**config.mk**
```make
export PLATFORM = sky130hd
export DESIGN_NAME = t05_word_packer
export DESIGN_NICKNAME = d
export VERILOG_FILES = /design/src/rtl/t05_word_packer_pkg.sv /design/src/rtl/t05_word_packer_fifo.sv /design/src/rtl/t05_word_packer.sv
export SDC_FILE = /design/constraint.sdc
export NUM_CORES = 1
export LEC_CHECK = 0
export ABC_AREA = 1
export BUFFER_PORTS_ARGS = -buffer_cell sky130_fd_sc_hd__buf_2
export CELL_PAD_IN_SITES_DETAIL_PLACEMENT = 0
export CELL_PAD_IN_SITES_GLOBAL_PLACEMENT = 1
export CORE_AREA = 2 2 161 163
export DETAILED_ROUTE_END_ITERATION = 10
export DIE_AREA = 0 0 163 165
export PLACE_DENSITY = 0.79
export SLEW_MARGIN = 15
export SYNTH_ARGS = -nofsm -noshare
export SYNTH_HDL_FRONTEND = slang
export SYNTH_HIERARCHICAL = 1
export SYNTH_SLANG_ARGS = --single-unit
export TNS_END_PERCENT = 10
```
**constraint.sdc**
```tcl
create_clock -name clk -period 5.9 [get_ports clk]
set_clock_uncertainty 0.2 [all_clocks]
set_input_delay 0.295 -clock clk [delete_from_list [all_inputs] [get_ports clk]]
set_output_delay 0.295 -clock clk [all_outputs]
set_load 0.1 [all_outputs]
```
**src/rtl/t05_word_packer_pkg.sv**
```systemverilog
// Shared definitions for the t05 word packer: state codes, word geometry
// and the partial-word strobe lookup.
package t05_pkg;

    localparam int WORD_BYTES = 4;

    // State codes, kept as plain constants so legacy tooling can decode them.
    typedef logic [2:0] state_t;
    localparam state_t S_IDLE  = 3'd0;
    localparam state_t S_PACK  = 3'd1;
    localparam state_t S_FLUSH = 3'd2;
    localparam state_t S_DRAIN = 3'd3;
    localparam state_t S_DONE  = 3'd4;

    // Strobe per number of filled lanes: slot 0 stands for four lanes (full
    // word), slots 1..3 set only the low lanes.
    localparam logic [15:0] SEL_LUT = {4'b0111, 4'b0011, 4'b0001, 4'b1111};

    // Lanes used (1..4) to byte strobes.
    function automatic logic [3:0] sel_for_fill(input logic [2:0] n);
        return SEL_LUT[{n[1:0], 2'b00} +: 4];
    endfunction

endpackage

```
**src/rtl/t05_word_packer_fifo.sv**
```systemverilog
// Small word FIFO holding {sel, data} entries. A push into a full FIFO is
// taken only when a pop happens in the same cycle; otherwise it is refused
// and the caller decides what that means.
module t05_word_fifo #(
    parameter int DEPTH = 4,
    parameter int W     = 36
) (
    input  logic         clk,
    input  logic         rst,
    input  logic         push,
    input  logic         pop,
    input  logic [W-1:0] din,
    output logic         full,
    output logic         empty,
    output logic [W-1:0] head
);
    localparam int AW = $clog2(DEPTH);

    logic [W-1:0]  mem [DEPTH];
    logic [AW-1:0] wr_ptr;
    logic [AW-1:0] rd_ptr;
    logic [AW:0]   count;
    logic          do_push;
    logic          do_pop;

    assign empty   = (count == '0);
    assign full    = (count == (AW+1)'(DEPTH));
    assign do_pop  = pop && !empty;
    assign do_push = push && (!full || do_pop);
    assign head    = mem[rd_ptr];

    // Storage write; contents need no reset because count guards reads.
    always_ff @(posedge clk) begin
        if (do_push) begin
            mem[wr_ptr] <= din;
        end
    end

    // Pointer and occupancy bookkeeping.
    always_ff @(posedge clk) begin
        if (rst) begin
            wr_ptr <= '0;
            rd_ptr <= '0;
            count  <= '0;
        end else begin
            if (do_push) wr_ptr <= wr_ptr + AW'(1);
            if (do_pop)  rd_ptr <= rd_ptr + AW'(1);
            if (do_push && !do_pop) begin
                count <= count + (AW+1)'(1);
            end else if (!do_push && do_pop) begin
                count <= count - (AW+1)'(1);
            end
        end
    end

endmodule

```
**src/rtl/t05_word_packer.sv**
```systemverilog
// Byte-to-word packer: gathers bytes into 32-bit little-endian words,
// queues them and issues single-word writes with byte strobes. On flush the
// MSB-aligned remainder byte and any partial word are written out.
// Handshake: wr_req is high while a word is queued; wr_addr/wr_data/wr_sel
// hold steady until a cycle with wr_req & wr_ack, which retires the word.
// Optional macro T05_WORD_PACKER_BYTE_COUNT_EN adds the byte_count output.
module t05_word_packer
    import t05_pkg::*;
#(
    parameter int FIFO_DEPTH = 4,
    parameter int ADDR_W     = 32
) (
    input  logic              clk,
    input  logic              rst,
    input  logic              en,
    input  logic              start,
    input  logic [ADDR_W-1:0] base_addr,
    input  logic [7:0]        byte_in,
    input  logic              byte_valid,
    input  logic              flush_req,
    input  logic [6:0]        leftover_data,
    input  logic [2:0]        leftover_count,
    output logic              wr_req,
    output logic [ADDR_W-1:0] wr_addr,
    output logic [31:0]       wr_data,
    output logic [3:0]        wr_sel,
    input  logic              wr_ack,
    output logic              busy,
    output logic              done,
    output logic              overflow,
    output logic [2:0]        state_dbg
`ifdef T05_WORD_PACKER_BYTE_COUNT_EN
    ,
    output logic [15:0]       byte_count
`endif
);
    state_t            state;
    logic [1:0]        fill;
    logic [31:0]       word_q;
    logic [ADDR_W-1:0] addr_q;
    logic              overflow_q;

    logic [7:0]        rem_src;
    logic [7:0]        rem_byte;
    logic              ins_en;
    logic [7:0]        ins_byte;
    logic [31:0]       nxt_word;
    logic [2:0]        nxt_fill;
    logic              push;
    logic [35:0]       push_entry;
    logic              pop;
    logic              fifo_full;
    logic              fifo_empty;
    logic [35:0]       fifo_head;
    logic              arm;

    assign arm = en && start && (state == S_IDLE || state == S_DONE);

    // Remainder bits moved to the top of a byte; bits above the count fall off.
    assign rem_src  = {1'b0, leftover_data};
    assign rem_byte = rem_src << (4'd8 - {1'b0, leftover_count});

    // Lane insertion and push decision for the current cycle.
    always_comb begin
        ins_en     = 1'b0;
        ins_byte   = 8'h00;
        nxt_word   = word_q;
        nxt_fill   = {1'b0, fill};
        push       = 1'b0;
        push_entry = '0;
        if (en && state == S_PACK && byte_valid) begin
            ins_en   = 1'b1;
            ins_byte = byte_in;
        end else if (en && state == S_FLUSH && leftover_count != 3'd0) begin
            ins_en   = 1'b1;
            ins_byte = rem_byte;
        end
        if (ins_en) begin
            nxt_word[{fill, 3'b000} +: 8] = ins_byte;
            nxt_fill = {1'b0, fill} + 3'd1;
        end
        if (en && (nxt_fill == 3'd4 || (state == S_FLUSH && nxt_fill != 3'd0))) begin
            push       = 1'b1;
            push_entry = {sel_for_fill(nxt_fill), nxt_word};
        end
    end

    // An ack retires the head even while en is low.
    assign pop = !fifo_empty && wr_ack;

    t05_word_fifo #(
        .DEPTH (FIFO_DEPTH),
        .W     (36)
    ) u_fifo (
        .clk   (clk),
        .rst   (rst),
        .push  (push),
        .pop   (pop),
        .din   (push_entry),
        .full  (fifo_full),
        .empty (fifo_empty),
        .head  (fifo_head)
    );

    // Control state, word assembly, head address and sticky overflow.
    always_ff @(posedge clk) begin
        if (rst) begin
            state      <= S_IDLE;
            fill       <= '0;
            word_q     <= '0;
            addr_q     <= '0;
            overflow_q <= 1'b0;
        end else begin
            if (pop) begin
                addr_q <= addr_q + ADDR_W'(WORD_BYTES);
            end
            if (en) begin
                case (state)
                    S_IDLE, S_DONE: begin
                        if (start) begin
                            state      <= S_PACK;
                            addr_q     <= {base_addr[ADDR_W-1:2], 2'b00};
                            overflow_q <= 1'b0;
                            fill       <= '0;
                            word_q     <= '0;
                        end
                    end
                    S_PACK: begin
                        fill   <= nxt_fill[1:0];
                        word_q <= push ? 32'h0 : nxt_word;
                        if (flush_req) state <= S_FLUSH;
                    end
                    S_FLUSH: begin
                        fill   <= '0;
                        word_q <= '0;
                        state  <= S_DRAIN;
                    end
                    S_DRAIN: begin
                        if (fifo_empty) state <= S_DONE;
                    end
                    default: state <= S_IDLE;
                endcase
                // A refused push loses the word; the address does not move.
                if (push && fifo_full && !pop) overflow_q <= 1'b1;
            end
        end
    end

`ifdef T05_WORD_PACKER_BYTE_COUNT_EN
    // Saturating count of bytes accepted into words, remainder included.
    always_ff @(posedge clk) begin
        if (rst || arm) begin
            byte_count <= '0;
        end else if (ins_en && byte_count != 16'hFFFF) begin
            byte_count <= byte_count + 16'd1;
        end
    end
`endif

    assign wr_req    = !fifo_empty;
    assign wr_addr   = addr_q;
    assign wr_data   = fifo_empty ? 32'h0 : fifo_head[31:0];
    assign wr_sel    = fifo_empty ? 4'h0 : fifo_head[35:32];
    assign busy      = (state == S_PACK) || (state == S_FLUSH) || (state == S_DRAIN);
    assign done      = (state == S_DONE);
    assign overflow  = overflow_q;
    assign state_dbg = state;

endmodule
```
== Yosys cells after proc, flatten, opt, wreduce, memory -nomap -nowiden ==
Memory sizes are Yosys's and may differ from the RTL's. A register that Yosys moved wholly into a read port is not among the register bits.
Cells that the tools add are included.

* Equality and inequality tests: 9
* $add $sub $neg: 8
* Muxes and demuxes: 33
* Shift operators: 4
* Reductions and logical operators: 34

{| class="wikitable"
|+ Operators by type and width
! operator !! number
|-
| $mux 32 || 8
|-
| $pmux 32 s3 || 1
|-
| $mux 36 || 1
|-
| $add 32x3->32 const B || 1
|-
| $bwmux 32 || 1
|-
| $shift 8x7->32 const A || 1
|-
| $shiftx 8x7->32 || 1
|-
| $mux 3 || 6
|-
| $mux 8 || 2
|-
| $shiftx 16x5->4 const A || 1
|-
| $logic_and 1x1->1 || 13
|-
| $pmux 3 s4 || 1
|-
| $eq 3x3->1 const B || 3
|-
| $reduce_bool 3->1 || 3
|-
| $mux 1 || 8
|-
| $shl 7x4->8 || 1
|-
| $neg 5->7 || 1
|-
| $eq 3x2->1 const B || 2
|-
| $logic_not 3->1 || 2
|-
| $mux 2 || 3
|-
| $ne 2x2->1 const B || 3
|-
| $pmux 2 s3 || 1
|-
| $reduce_and 3->1 || 2
|-
| $reduce_bool 2->1 || 3
|-
| 11 further kinds || 19
|}

* Memories: 1
* Bits of input ports: 57
* RAM bits: 144
* Bits in registers: 77
* Output and inout bits: 75
* Logic and storage cells: 97

{| class="wikitable"
|+ Memory list
! name !! words !! bits a word !! read ports !! clocked after memory_dff !! wr ports !! line !! source
|-
| u_fifo.mem || 4 || 36 || 1 || 1 || 1 || t05_word_packer_fifo.sv:19 || <nowiki>logic [W-1:0] mem [DEPTH];</nowiki>
|}

== Depth between registers and ports, before layout ==
Gate-level depths: netlist of run 1.

* Depth in word-level cells: 16
* Depth in mapped cells: 24
* Mapped depth without buffers: 23

== Cells and area by module ==
The synthesis of run 1 kept the hierarchy.

{| class="wikitable"
|+ Modules (own cells, without submodules)
! module !! sequential area each (µm²) !! times used !! cells an instance !! area each (µm²)
|-
| t05_word_fifo || 4,504.3 || 1 || 420 || 6,110.9
|-
| t05_word_packer || 1,361.3 || 1 || 870 || 5,073.6
|}

== Worst setup path after synthesis of run 1 ==
No wires, ideal clock.

* Path type: reg-to-reg
* Start point: register state[1], in the netlist state_dbg[1]
* End point: memory u_fifo.mem[0][0] (enable)
* Arrival: 4,080 ps
* Cell stages (with the launch flop): 10
* Slack: 1,191 ps
* Setup time: 429 ps
* Period minus slack after synthesis: 4,709 ps
* Path buffers: 0
* Data required time: 5,271 ps
* Path through: dfxtp_1 nand3_1 nand2_4 nand2_1 o21ai_0 ha_1 o21ai_2 nor2_4 nand2_1 nor2_1

* Cells in the longest elaborated chain, start to end: 14
* Elaborated cells between the ends (all ways): 18
* Classes of those cells: eq/ne (3); mux (6); reduce/logical (9)

{| class="wikitable"
|+ RTL lines
! element !! line !! source
|-
| from (decl) || t05_word_packer.sv:37 || <nowiki>state_t state;</nowiki>
|-
| from (signal assigned) || t05_word_packer.sv:108 || <nowiki>state <= S_IDLE;</nowiki>
|-
| from (signal assigned) || t05_word_packer.sv:121 || <nowiki>state <= S_PACK;</nowiki>
|-
| from (signal assigned) || t05_word_packer.sv:131 || <nowiki>if (flush_req) state <= S_FLUSH;</nowiki>
|-
| $eq 3x2->1 || t05_word_packer.sv:74, t05_word_packer.sv:82 ||
|-
| $logic_and 1x1->1 (2 in series) || t05_word_packer.sv:74 || <nowiki>end else if (en && state == S_FLUSH && leftover_count != 3'd0) begin</nowiki>
|-
| $mux 1 || t05_word_packer.sv:74 ||
|-
| $mux 1 || t05_word_packer.sv:71 || <nowiki>if (en && state == S_PACK && byte_valid) begin</nowiki>
|-
| $mux 3 || t05_word_packer.sv:78 || <nowiki>if (ins_en) begin</nowiki>
|-
| $reduce_bool 3->1 || t05_word_packer.sv:82 || <nowiki>if (en && (nxt_fill == 3'd4 || (state == S_FLUSH && nxt_fill != 3'd0))) begin</nowiki>
|-
| $logic_and 1x1->1 || t05_word_packer.sv:82 ||
|-
| $logic_or 1x1->1 (*) || t05_word_packer.sv:82 ||
|-
| $logic_and 1x1->1 (*) || t05_word_packer.sv:82 ||
|-
| $mux 1 (*) || t05_word_packer.sv:82 ||
|-
| net push || t05_word_packer.sv:49 || <nowiki>logic push;</nowiki>
|-
| $logic_and 1x1->1 (*) || t05_word_packer_fifo.sv:29 || <nowiki>assign do_push = push && (!full || do_pop);</nowiki>
|-
| $mux 1 (*) || t05_word_packer_fifo.sv:34 || <nowiki>if (do_push) begin</nowiki>
|-
| $mux 1 (implied by the code) (*) || t05_word_packer_fifo.sv:35 || <nowiki>mem[wr_ptr] <= din;</nowiki>
|-
| to (decl) || t05_word_packer_fifo.sv:19 ||
|}

Mark *: on every way through the listed nets, which the timed path passes. The rest lies on a longest branch.

== Worst setup path in the final report of run 1 ==
* Start point: register fill[0]
* End point: memory u_fifo.mem[2][21] (enable)

* Cells in the longest elaborated chain, start to end: 10
* Elaborated cells between the ends (all ways): 11
* Classes of those cells: add/sub (1); eq/ne (1); mux (4); reduce/logical (5)

{| class="wikitable"
|+ RTL lines
! element !! line !! source
|-
| from (decl) || t05_word_packer.sv:38 || <nowiki>logic [1:0] fill;</nowiki>
|-
| from (signal assigned) || t05_word_packer.sv:129 || <nowiki>fill <= nxt_fill[1:0];</nowiki>
|-
| $add 2x1->3 || t05_word_packer.sv:80 || <nowiki>nxt_fill = {1'b0, fill} + 3'd1;</nowiki>
|-
| $mux 3 (*) || t05_word_packer.sv:78 ||
|-
| $reduce_bool 3->1 || t05_word_packer.sv:82 ||
|-
| $logic_and 1x1->1 || t05_word_packer.sv:82 ||
|-
| $logic_or 1x1->1 (*) || t05_word_packer.sv:82 ||
|-
| $logic_and 1x1->1 (*) || t05_word_packer.sv:82 ||
|-
| $mux 1 (*) || t05_word_packer.sv:82 ||
|-
| net push || t05_word_packer.sv:49 ||
|-
| $logic_and 1x1->1 (*) || t05_word_packer_fifo.sv:29 ||
|-
| $mux 1 (*) || t05_word_packer_fifo.sv:34 ||
|-
| $mux 1 (implied by the code) (*) || t05_word_packer_fifo.sv:35 ||
|}

Marked as above.

==> impl_metrics.toml, run 1 <==
[finish]
fillers = 2345
syn2layout_area_growth_pct = 16.62
fin_util_pct = 52.10
final_design_area_no_fill_um2 = 13040
final_layout_size_suffix_gt1_share_pct = 17.91
multiInputGateArea_um2 = 4373
register_area_um2 = 5868
fin_nets = 1501
n_antenna_cell = 0

[placed_design]
routabilityCongestion = 0.8291
place_ws_ps = 1366
port-buffer-count = 127
dpl.hpwl_um = 17820
placed_cell_area_um2 = 11980

[setup_path]
cp_data_required_time_ps = 5880
end_kind = "register"
crit_path_start_kind = "register"
reg2reg_from = "fill[0]$_SDFFE_PP0P_"
rrSetupSlack_ps = 1360
cp.arrival_ps = 4520
cp-startpoint = "fill[0]$_SDFFE_PP0P_"
crit_type = "reg2reg"
crit_fanout = 19

[route]
via_per_inst = 5.039
dr_total_vias = 8950
wirelength_um = 26790
drt_first_iter_violations = 517
ant_nets = 0
dr.pass1.iters = 5
wl_per_cell_um = 15.09
drc = 0

[global_routing]
grt_max_degree = 73
antenna_found_initial = 0
grt_pass1_vias = 8238
grt_usage_pct = 19.86
grt_pass1_wl_um = 42700
grt.overflow.total = 0

[floorplanning]
die-area_um2 = 26900
dieWidth_um = 163
initial_core_util_pct = 44.67
core-area_um2 = 25040
std_cell_rows = 58
die_h_um = 165
ios = 132

[yosys]
yosysMostFrequentCell = "nand2_1"
syn_avg_cell_area_um2 = 8.670
yosysTopAreaCell = "edfxtp_1"
yosysUniqueCellTypes = 46
synth_top_area_share_pct = 38.66
dominantRegCellSynth = "edfxtp_1"
async_flop_share_pct = 0
synth_edf_count = 144
synth_seq_cells = 221
yosysSeqAreaShare_pct = 52.44
synthTopCellsByCount = "nand2_1, nor2_1, inv_1"
synthTopCellsByArea = "edfxtp_1, dfxtp_1, nand2_1"
synthCells = 1290
syn-cell-area_um2 = 11180
ys_warn_count = 6

[sta]
slew_headroom_pct = 40.55
final.setup.tns_ps = 0
setup_viol = 0
tightest_slew_ps = 890.7
slew_violations = 0
hold-worst-slack_ps = 81.25
rsz0062_at_grt = "no"
hold_viol = 0
fmax_ghz = 0.2201
period_needed_ps = 4543
timing.final.ws_setup_ps = 1357
post-route-period-util_pct = 77.00

[cts]
cts_made_buffers = 24
cts_setup_buffers = 0
cts.clk_slew.worst_paths_ps = 60
clockBufferDepth = 3
cts_sinks = 221
cts_htree_levels = 1
tritoncts = "done"
clock_latency_ps = 510
root_buffer = "clkbuf_16"

[power]
pwr-share-clk_pct = 32.0
pwr-share-comb_pct = 28.6
p_int_mw = 2.742
powerDensity_nw_per_um2 = 339.3
p_leak_nw = 5.459
sw_frac_of_total_pct = 38.06
power_frac_seq_pct = 39.5
switchingPower_mw = 1.685
ir_drop_v = 0.0003081

[run_status]
outcome = "completed"

[worst_hold_path]
min_from = "en"
hold_path_class = "in2reg"

[job]
max_cap_violations = 0
-- worst max-delay path: stages (launching register included) --
cell and delay (ps):
dfxtp_1 800, inv_1 290, ha_1 360, inv_1 170, nand2_1 150, o21ai_0 170, ha_1 300, o21ai_2 100
nor2_4 290, nand2_1 340, nor2_4 610, buf_4 420
-- sequential cells by signal, indices dropped and copies added, names as in the netlist, named ones only --
name	cells
wr_addr	30
word_q	32
u_fifo/wr_ptr	2
fill	2
u_fifo/mem	144
overflow	1
state_dbg	3
u_fifo/rd_ptr	2
u_fifo/count	3
-- cell type report --
class | count | area share [%]
clock buffer | 29 | 4.988
clock inverter | 15 | 0.7962
inverter | 157 | 4.652
multi-input combinational | 855 | 33.53
sequential | 221 | 44.99
tap | 330 | 3.165
timing repair buffer | 169 | 7.885
-- path summary, 6_finish.rpt --
check             cells past startpoint                           to
hold reg to reg                       2      word_q[26]$_SDFFE_PP0P_
setup / recovery                     11  u_fifo/mem[2][21]$_DFFE_PP_
hold / removal                        4         fill[1]$_SDFFE_PP0P_
setup reg to reg                     11  u_fifo/mem[2][21]$_DFFE_PP_
-- cell usage in the layout, fill, tap and decap left out, types with 2 or more instances in the layout --
cell type | Yosys | routed
nand2_2 | 6 | 6
nor3_4 | 2 | 2
nand3_1 | 62 | 62
nand2_1 | 278 | 278
clkinv_4 | 1 | 2
edfxtp_1 | 144 | 144
a31oi_1 | 3 | 3
clkinvlp_4 | 0 | 3
nor2_2 | 21 | 21
xnor2_1 | 8 | 8
inv_2 | 5 | 5
nor2_4 | 4 | 8
clkinv_2 | 0 | 4
a21oi_1 | 70 | 70
nor2_1 | 153 | 149
buf_2 | 14 | 127
o21ai_0 | 60 | 60
clkbuf_16 | 0 | 25
nand4_1 | 23 | 23
o21ai_1 | 37 | 37
dlygate4sd3_1 | 0 | 31
clkinv_1 | 1 | 7
o22ai_1 | 24 | 24
conb_1 | 1 | 2
nand3b_1 | 3 | 3
nor3_1 | 14 | 14
clkbuf_1 | 17 | 3
dfxtp_1 | 77 | 75
o22ai_2 | 12 | 12
buf_4 | 5 | 11
nand2_4 | 2 | 2
o21bai_1 | 13 | 13
dfxtp_2 | 0 | 2
o21ai_2 | 21 | 21
inv_1 | 149 | 149
ha_1 | 15 | 15
or2_2 | 2 | 2
xor2_1 | 12 | 12
-- per-stage QoR --
stage | instances | total power, mW
6_report | 1776 | 4.426
4_1_cts | 1776 | 4.462
5_1_grt | 1776 | 4.605
2_1_floorplan | 1291 | 2.828
3_3_place_gp | 1701 | 3.027
3_5_place_dp | 1701 | 3.035
-- logic make-up (layout without fill, tap and decap cells) --
group                    Yosys count  count (layout)  share of synthesized area (%)
adder cells (fa/ha/maj)           16              16                          1.857
flip-flops                       221             221                          52.44
AO/OA/AOI/OAI                    245             245                          13.25
AND/OR/NAND/NOR                  572             572                          22.02
buffers and inverters            215             370                          8.838
XOR/XNOR                          20              20                          1.566
other                              1               2                        0.03353
-- per-layer routing --
| metal | track usage, % | routed length (um) |
|---|---|---|
| met4 | 4.143 | 333 |
| met1 | 29.28 | 13050 |
| met2 | 31.57 | 11840 |
| met3 | 2.386 | 1568 |
| met5 | 0 | 0 |
-- what timing repair did --
action                                 CTS  global route
gates resized for setup                  0             0
endpoints found under the hold margin   31             0
hold buffers                            31             0
-- power by group through the flow --
stage	sequential (mW)	clock [mW]	combinational (mW)
floorplan	1.95	0	0.883
global placement	1.78	0	1.25
detailed placement	1.78	0	1.26
CTS	1.75	1.44	1.27
global route	1.75	1.50	1.35
finish	1.75	1.42	1.26
Power figures use the tool's default switching activity.
==> inputs of run 2 (changes only) <==
==> constraint.sdc (replaced) <==
create_clock -name clk -period 4.2 [get_ports clk]
set_clock_uncertainty 0.2 [all_clocks]
set_input_delay 0.21 -clock clk [delete_from_list [all_inputs] [get_ports clk]]
set_output_delay 0.21 -clock clk [all_outputs]
set_load 0.1 [all_outputs]
==> run 2 against run 1 <==
Against the previous run:
- final area rose by 1.4%
- combinational power rose by 42%
- total power up 45%
- critical path type is now reg2out
==> impl_metrics.toml, run 2 (synthesis results as in run 1) <==
[run_status]
outcome = "completed"

[placed_design]
port-buffer-count = 127
routabilityCongestion = 0.8427
placed_cell_area_um2 = 12080
dpl.hpwl_um = 18040

[floorplanning]
die-area_um2 = 26900
initial_core_util_pct = 44.67
std_cell_rows = 58
dieWidth_um = 163
core-area_um2 = 25040
die_h_um = 165
ios = 132

[global_routing]
grt_pass1_wl_um = 43890
grt.overflow.total = 0
grt_max_degree = 73
grt_usage_pct = 20.57
grt_pass1_vias = 8568
antenna_found_initial = 0

[finish]
mostFrequentLayoutCells = "nand2_1, inv_1, nor2_1, edfxtp_1, buf_2"
final_layout_size_suffix_gt1_share_pct = 18.58
register_area_um2 = 5867
largest-register = "u_fifo/mem"
final_common_cell = "nand2_1"
syn2layout_area_growth_pct = 18.20
n_antenna_cell = 0
fin_nets = 1510
multiInputGateArea_um2 = 4373
fin_util_pct = 52.80
largest_reg_flops = 144
fillers = 2379
final_design_area_no_fill_um2 = 13220

[sta]
hold_viol = 0
final.setup.tns_ps = 0
slew_headroom_pct = 34.39
post-route-period-util_pct = 80.58
period_needed_ps = 3384
slew_violations = 0
rsz0062_at_grt = "no"
setup_viol = 0
fmax_ghz = 0.2955
tightest_slew_ps = 982.8

[cts]
cts.clk_slew.worst_paths_ps = 60
clockBufferDepth = 3
root_buffer = "clkbuf_16"
cts_setup_buffers = 0
cts_sinks = 221
cts_made_buffers = 23
cts_htree_levels = 1
clock_latency_ps = 500
tritoncts = "done"

[route]
drt_first_iter_violations = 628
drc = 0
dr_total_vias = 8982
dr.pass1.iters = 5
dr.max_layer_used = "met4"
wl_met2_um = 12260
wirelength_um = 27440
wl_per_cell_um = 15.39
wl_met3_um = 1517
ant_nets = 0
via_per_inst = 5.038
met1Wirelength_um = 13120

[power]
powerDensity_nw_per_um2 = 486.1
ir_drop_v = 0.0004514
p_leak_nw = 5.557

[worst_hold_path]
hold_path_class = "in2reg"

[setup_path]
cp.arrival_ps = 2970
crit_fanout = 43
crit_path_start_kind = "register"
end_kind = "output port"
crit_type = "reg2out"
rrSetupSlack_ps = 980
cp_data_required_time_ps = 3790

[job]
max_cap_violations = 0
## run 2: final timing paths
path                                     start                           end  cells after the start
hold reg to reg        word_q[30]$_SDFFE_PP0P_       word_q[30]$_SDFFE_PP0P_                      2
setup / recovery                      register                    wr_data[2]                      6
setup reg to reg  u_fifo/count[0]$_SDFFE_PP0P_        wr_addr[26]$_SDFF_PP0_                     16
hold / removal                             rst  u_fifo/count[0]$_SDFFE_PP0P_                      3
## run 2: critical path: stages, from the launching register on
cell	delay, ps
dfxtp_2	950
buf_4	470
o21ai_1	120
o22ai_1	320
inv_1	70
nor2_1	100
buf_2	430
## run 2: layout make-up
type,instances,share of cell area (%)
Sequential cell,221,44.38
Multi-Input combinational cell,855,33.08
Timing Repair Buffer,179,8.669
Inverter,157,4.590
Clock buffer,26,4.514
Tap cell,330,3.123
Clock inverter,15,1.647
## run 2: where the power goes
group	switching, mW	internal [mW]	total, mW
clock network	0.834	1.34	2.17
registers	0.0890	2.37	2.46
logic	1.47	0.328	1.79
## run 2: through the flow
stage	hold slack (ps)	power, mW	std cells	setup WS [ps]
2_1_floorplan	79.07	3.972	1291	-509.4
3_3_place_gp	251.3	4.286	1709	621.9
3_5_place_dp	255.0	4.296	1709	560.8
4_1_cts	65.07	6.486	1783	787.1
5_1_grt	90.63	6.683	1783	654.3
6_report	76.97	6.426	1783	815.8
## run 2: metal layers
layer / global-route usage (%) / vias to the layer above
met5: 0 / -
met4: 5.390 / 0
met3: 2.411 / 41
met2: 33.53 / 257
met1: 29.24 / 4124
li1: - / 4560
## run 2: repair_timing
item / 4_1_cts / 5_1_grt
hold buffers: 33 / 0
resized for setup: 0 / 0
hold endpoints to repair: 36 / 0
==> inputs of run 3 (changes only) <==
--- a/config.mk
+++ b/config.mk
@@ -9,10 +9,10 @@
 export BUFFER_PORTS_ARGS = -buffer_cell sky130_fd_sc_hd__buf_2
 export CELL_PAD_IN_SITES_DETAIL_PLACEMENT = 0
 export CELL_PAD_IN_SITES_GLOBAL_PLACEMENT = 1
-export CORE_AREA = 2 2 161 163
+export CORE_AREA = 2 2 171 173
 export DETAILED_ROUTE_END_ITERATION = 10
-export DIE_AREA = 0 0 163 165
-export PLACE_DENSITY = 0.79
+export DIE_AREA = 0 0 173 175
+export PLACE_DENSITY = 0.74
 export SLEW_MARGIN = 15
 export SYNTH_ARGS = -nofsm -noshare
 export SYNTH_HDL_FRONTEND = slang
==> constraint.sdc (replaced) <==
create_clock -name clk -period 3.1 [get_ports clk]
set_clock_uncertainty 0.2 [all_clocks]
set_input_delay 0.155 -clock clk [delete_from_list [all_inputs] [get_ports clk]]
set_output_delay 0.155 -clock clk [all_outputs]
set_load 0.1 [all_outputs]
==> run 3 against run 2 <==
Against the previous run:
- sequential cell count unchanged
- sequential share of layout area decreased by 1.1 points
- worst setup slack got worse by 470 ps
- first-iteration DRC count decreased by 6.8%
- clock-buffer cell count increased by 3
- routed wire length increased by 6.6%
==> impl_metrics.toml, run 3 (synthesis results as in run 1) <==
[sta]
hold_viol = 0
fmax_ghz = 0.3637
hold-worst-slack_ps = 110.8
rsz0062_at_grt = "no"
timing.final.ws_setup_ps = 350.8
slew_violations = 0
period_needed_ps = 2749
setup_viol = 0
tightest_slew_ps = 874.2
post-route-period-util_pct = 88.68
slew_headroom_pct = 41.65

[power]
p_int_mw = 5.483
pwr-share-comb_pct = 28.6
power_frac_seq_pct = 38.0
powerDensity_nw_per_um2 = 646.3
pwr-share-clk_pct = 33.5
sw_frac_of_total_pct = 37.54
ir_drop_v = 0.0004482
p_leak_nw = 5.676
switchingPower_mw = 3.295

[setup_path]
critPathMaxStageDelay_ps = 370
path_cells = "nor2_1 -> nand3_2 -> nand2_4 -> xor2_1 -> ha_2 -> o21ai_2 -> nor2_4 -> nand2_4 -> inv_2 -> ha_4 -> inv_2 -> fa_2 -> inv_1 -> nand2_1 -> nand3_1 -> nand2_1 -> nand2_1 -> nor2_1"
path_common_cell = "nand2_1"
rrSetupSlack_ps = 350
end_kind = "register"
crit_type = "reg2reg"
cp.arrival_ps = 2970
critical-path-top-delay-family = "simple AND/OR/NAND/NOR gates"
crit_fanout = 6
cp_data_required_time_ps = 3320
crit_path_start_kind = "register"
path_buf_inv = 3
cpMaxStageDelayCell = "dfxtp_4"

[route]
wl_per_cell_um = 15.69
drt_first_iter_violations = 585
ant_nets = 0
via_per_inst = 4.891
wirelength_um = 29240
dr.pass1.iters = 5
dr_total_vias = 9116
drc = 0

[cts]
cts_setup_buffers = 0
cts_sinks = 221
cts_htree_levels = 1
tritoncts = "done"
cts_made_buffers = 24
cts.clk_slew.worst_paths_ps = 60
root_buffer = "clkbuf_16"
clockBufferDepth = 3
clock_latency_ps = 520

[finish]
mostFrequentLayoutCells = "nand2_1, nor2_1, inv_1, edfxtp_1, buf_2"
n_antenna_cell = 0
fillers = 2798
final_design_area_no_fill_um2 = 13580
register_area_um2 = 5881
largest-register = "u_fifo/mem"
largest_reg_flops = 144
final_common_cell = "nand2_1"
final_layout_size_suffix_gt1_share_pct = 19.80
fin_nets = 1535
syn2layout_area_growth_pct = 21.43
multiInputGateArea_um2 = 4409

[global_routing]
met2_usage_pct = 32.98
grt_max_degree = 73
antenna_found_initial = 0
grt_use_met3_pct = 3.677
met1_usage_pct = 24.80
grt_pass1_wl_um = 47350
grt.overflow.total = 0
top_usage_layer = "met2"
grt_pass1_vias = 8849
grt_usage_pct = 19.48

[floorplanning]
core-area_um2 = 28390
ios = 132
std_cell_rows = 62
dieWidth_um = 173
die_h_um = 175
initial_core_util_pct = 39.39
die-area_um2 = 30280

[worst_hold_path]
hold_path_class = "in2reg"

[placed_design]
routabilityCongestion = 0.8419
dpl.hpwl_um = 19290
placed_cell_area_um2 = 12350
port-buffer-count = 127
place_ws_ps = 107.8

[job]
max_cap_violations = 0

[run_status]
outcome = "completed"
-- run 3: path summary, 6_finish.rpt --
| kind | to | cells past startpoint | start |
|---|---|---|---|
| setup reg to reg | u_fifo/count[2]$_SDFFE_PP0P_ | 18 | state_dbg[2]$_SDFFE_PP0P_ |
| setup / recovery | u_fifo/count[2]$_SDFFE_PP0P_ | 18 | state_dbg[2]$_SDFFE_PP0P_ |
| hold reg to reg | word_q[19]$_SDFFE_PP0P_ | 2 | word_q[19]$_SDFFE_PP0P_ |
| hold / removal | word_q[7]$_SDFFE_PP0P_ | 7 | byte_in[7] |
-- run 3: repair_timing --
action                                 CTS  global route
endpoints found under the hold margin   40             0
hold buffers                            42             0
setup endpoints to repair                0             2
resized for setup                        0             1
-- run 3: metrics by stage --
step,std cells,total power [mW],util [%],setup TNS [ps]
floorplan,1291,5.402,-,-9511
global placement,1778,5.859,43.48,0
detailed placement,1778,5.873,43.48,0
CTS,1864,8.870,47.83,0
global route,1864,9.154,47.84,0
finish,1864,8.778,47.84,0
-- run 3: final cells by class --
cell class / count / area share [%]
Multi-Input combinational cell: 855 / 32.46
Clock buffer: 29 / 4.634
Tap cell: 384 / 3.538
Sequential cell: 221 / 43.30
Timing Repair Buffer: 203 / 10.21
Clock inverter: 15 / 1.354
Inverter: 157 / 4.505
-- run 3: power groups by stage --
stage | registers (mW) | logic [mW] | clock network [mW]
finish | 3.33 | 2.51 | 2.94
global route | 3.35 | 2.68 | 3.13
CTS | 3.33 | 2.53 | 3.01
detailed placement | 3.39 | 2.48 | 0
global placement | 3.39 | 2.47 | 0
floorplan | 3.70 | 1.70 | 0
-- run 3: worst reg2reg max path, stage by stage (launching register included) --
cell and delay, ps:
dfxtp_4 370, nor2_1 190, nand3_2 150, nand2_4 110
xor2_1 210, ha_2 250, o21ai_2 70, nor2_4 140
nand2_4 60, inv_2 60, ha_4 120, inv_2 40
fa_2 350, inv_1 60, nand2_1 40, nand3_1 80
nand2_1 60, nand2_1 50, nor2_1 40
-- run 3: routing by layer --
metal  share of wire (%)  wire length, um  vias to the layer above
met5                   0                0                        -
met3                 5.7             1665                       54
met2                  47            13780                      226
met4                 3.5             1032                        0
li1                    -                -                     4621
met1                  44            12760                     4215
